**src/rtl/full_adder.sv**
```systemverilog
// One-bit full adder; the ripple-carry cell of adder_byte.
module full_adder (
    input  logic a,
    input  logic b,
    input  logic cin,
    output logic s,
    output logic cout
);

    assign s    = a ^ b ^ cin;
    assign cout = (a & b) | (cin & (a ^ b));

endmodule

```
**src/rtl/adder_byte.sv**
```systemverilog
// Ripple-carry adder with combinational sum/carry/overflow and a registered copy
// of all three results.
module adder_byte #(
    parameter int WIDTH = 8
) (
    input  logic             clk,
    input  logic             rst_n,
    input  logic [WIDTH-1:0] a,
    input  logic [WIDTH-1:0] b,
    input  logic             carry_in,
    output logic [WIDTH-1:0] sum,
    output logic             carry_out,
    output logic             overflow,
    output logic [WIDTH-1:0] sum_q,
    output logic             carry_out_q,
    output logic             overflow_q
);

    // carry[i] is the carry into bit i; carry[WIDTH] is the carry out of the MSB.
    logic [WIDTH:0] carry;

    assign carry[0] = carry_in;

    for (genvar i = 0; i < WIDTH; i++) begin : g_stage
        full_adder u_fa (
            .a    (a[i]),
            .b    (b[i]),
            .cin  (carry[i]),
            .s    (sum[i]),
            .cout (carry[i+1])
        );
    end

    assign carry_out = carry[WIDTH];
    // Signed overflow: carry into the sign bit disagrees with carry out of it.
    assign overflow  = carry[WIDTH] ^ carry[WIDTH-1];

    // NOTE: state registers use non-blocking assignments so every flop samples
    // pre-edge values regardless of block evaluation order.
    always_ff @(posedge clk or negedge rst_n) begin
        if (!rst_n) begin
            sum_q       <= '0;
            carry_out_q <= 1'b0;
            overflow_q  <= 1'b0;
        end else begin
            sum_q       <= sum;
            carry_out_q <= carry_out;
            overflow_q  <= overflow;
        end
    end

endmodule

```
**config.mk**
```make
export PLATFORM = sky130hd
export DESIGN_NAME = adder_byte
export DESIGN_NICKNAME = d
export VERILOG_FILES = /design/src/rtl/full_adder.sv /design/src/rtl/adder_byte.sv
export SDC_FILE = /design/constraint.sdc
export NUM_CORES = 1
export LEC_CHECK = 0
export ABC_CLOCK_PERIOD_IN_PS = 7100
export CAP_MARGIN = 30
export CORE_UTILIZATION = 25
export DETAILED_ROUTE_END_ITERATION = 8
export HOLD_SLACK_MARGIN = 0.05
export PLACE_DENSITY = 0.67
export SLEW_MARGIN = 40
export SYNTH_ARGS = -nofsm -noshare
export SYNTH_HDL_FRONTEND = slang
export SYNTH_SLANG_ARGS = --single-unit
```
**constraint.sdc**
```tcl
create_clock -name clk -period 7.1 [get_ports clk]
set_input_delay 1.42 -clock clk [delete_from_list [all_inputs] [get_ports clk]]
set_output_delay 1.42 -clock clk [all_outputs]
set_load 0.01 [all_outputs]
```
==> impl_metrics.csv <==
group,metric,value,unit
status,run_status,"finished clean",
yosys,syn_inst,37,
detailed_routing,detail-route-antenna-nets,0,
timing,slew_headroom,0.7021,
timing,setup_viol,0,
layout,fillCellCount,192,
yosys,synth.avg_cell_area,13.97,um2
timing,fmaxAchievable,148.1,MHz
yosys,yosys.area.top_type,"dfrtp_1",
clock_tree,cts_root_buf,"clkbuf_4",
setup_path,path_max_fanout,2,
clock_tree,cts-htree-levels,1,
place,dp_slack,0.03789,ns
setup_path,crit_required,5.68,ns
clock_tree,tritoncts,"done",
layout,multi_input_area,168.9,um2
timing,tightestPinTransition,0.4455,ns
clock_tree,clock-sinks,10,
setup_path,worstSetupPathType,"in -> out",
floorplan,die_w,47.47,um
yosys,synth_nets,64,
detailed_routing,num_vias,356,
place,dp_cells,94,
setup_path,worst_setup_path_start_kind,"input pin",
layout,fin_cells,97,
global_routing,grt_max_degree,11,
power,power.density,209.2,nW/um2
layout,drive_above_1_share,0.04286,
timing,layout_setup_ws,0.3480,ns
setup_path,critPathCaptureType,"output pin",
yosys,ys_seq_area_frac,0.4843,
clock_tree,clock_path_buffers,2,
timing,fin_crit_sh,0.9510,
global_routing,overflow,0,
flow_run,maxCapViolCount,0,
floorplan,core,1962,um2
global_routing,grt_pass1_vias,329,
setup_path,startpoint,"a[0]",
floorplan,io_pins,39,
detailed_routing,firstDrtPassIters,4,
floorplan,rows,16,
min_path,min_path_type,"in -> async",
global_routing,track_usage,0.09754,
clock_tree,cts_hold_buf,0,
yosys,yosys-top-cells-area,"dfrtp_1, fa_1, buf_4, inv_1, xnor2_1",
layout,mostFrequentLayoutCell,"clkdlybuf4s50_1",
detailed_routing,drt-initial-drc-count,1,
global_routing,antenna_found_initial,0,
detailed_routing,routed_via_density,3.670,
yosys,mappedNetlistArea,516.7,um2
layout,layout.nets,99,
clock_tree,path_clk_slew,0.06,ns
global_routing,grt_pass1_wl,1428,um
clock_tree,cts-buffers-inserted,3,
yosys,ys_ff_latch,10,
layout,syn_to_final_growth,73.85,%
timing,rsz0062_at_grt,"false",
timing,fin_tns_setup,0,ns
detailed_routing,wirelength,911,um
place,portBuffers,38,
layout,antenna-diode-count,0,
yosys,synth_top_area_frac,0.4843,
setup_path,worst-endpoint-arrival,5.33,ns
floorplan,start_util,0.2634,
detailed_routing,drc,0,
yosys,yosysUniqueCellTypes,5,
timing,finalHoldViolations,0,
yosys,yosys_warnings,0,
floorplan,die_y,47.47,um
timing,slew_violations,0,
power,power.leakage,0.4110,nW
layout,seq_area,250.2,um2
layout,final_cell_mix,"clkdlybuf4s50_1, inv_1, dfrtp_1",
place,place.gp.congestion,0.5895,
detailed_routing,wl_per_cell,9.392,um
floorplan,die_area,2253,um2
power,ir_worst_vdd,0.06419,mV
timing,post-route-min-period,6.752,ns
[worst max-delay path, stage by stage]
cell and delay, ns:
clkdlybuf4s50_1 0.43, fa_1 0.44, fa_1 0.38, fa_1 0.39
fa_1 0.39, fa_1 0.36, inv_1 0.07, fa_1 0.16
inv_1 0.05, fa_1 0.40, inv_1 0.09, fa_1 0.19
inv_1 0.07, clkdlybuf4s50_1 0.48
[state kept, by name, indices dropped and copies added, names as in the netlist]
name / count
sum_q: 8
carry_out_q: 1
overflow_q: 1
[Yosys cell counts, drive strengths merged]
library cell and count:
inv 10, buf 8, dfrtp 10, xnor2 1, fa 8
[what timing repair did]
| action | 4_1_cts | 5_1_grt |
|---|---|---|
| setup endpoints to repair | 0 | 2 |
| resized for setup | 0 | 2 |
| setup buffers | 0 | 0 |
| hold endpoints to repair | 0 | 0 |
[report_power, final]
part | total [mW] | switching, mW | leakage (nW) | internal [mW]
logic | 0.0813 | 0.0312 | 0.281 | 0.0501
registers | 0.0695 | 0.00224 | 0.117 | 0.0672
clock network | 0.0371 | 0.0176 | 0.0138 | 0.0195
total | 0.188 | 0.0511 | 0.411 | 0.137
[logic make-up (layout without fill, tap and decap cells)]
family,count (synthesis),count (layout),synth area share
buf+inv,18,51,0.1889
fa+ha+maj,8,8,0.3099
xor+xnor,1,1,0.01695
flops,10,10,0.4843
[routing by layer]
metal  GRT usage  vias up  share of wire
li1            -      162              -
met5           0        -              0
met3     0.01509        3          0.075
met2      0.1397       23           0.53
met1      0.1202      168           0.37
met4      0.1029        0          0.027
[stage by stage]
stage                     cell area, um2  hold WS (ns)  power (mW)    util
after CTS                          893.4         1.482      0.1927  0.4554
final                              898.4         1.471      0.1879  0.4579
after global placement             870.8         1.757      0.1530  0.4439
after global routing               898.4         1.495      0.2024  0.4579
after detailed placement           870.8         1.766      0.1541  0.4439
after floorplan                    516.7         1.124      0.1084       -
[worst paths after layout]
kind | endpoint
max | carry_out
min | sum_q[6]
max in group asynchronous | sum_q[0]
min in group clk | sum_q[0]
[cell type report]
cell class	instances	area share
multi-input combinational	9	0.1880
tap	27	0.03760
sequential	10	0.2786
timing repair buffer	38	0.4290
inverter	10	0.04178
clock buffer	3	0.02507
(Power assumes the default switching activity.)
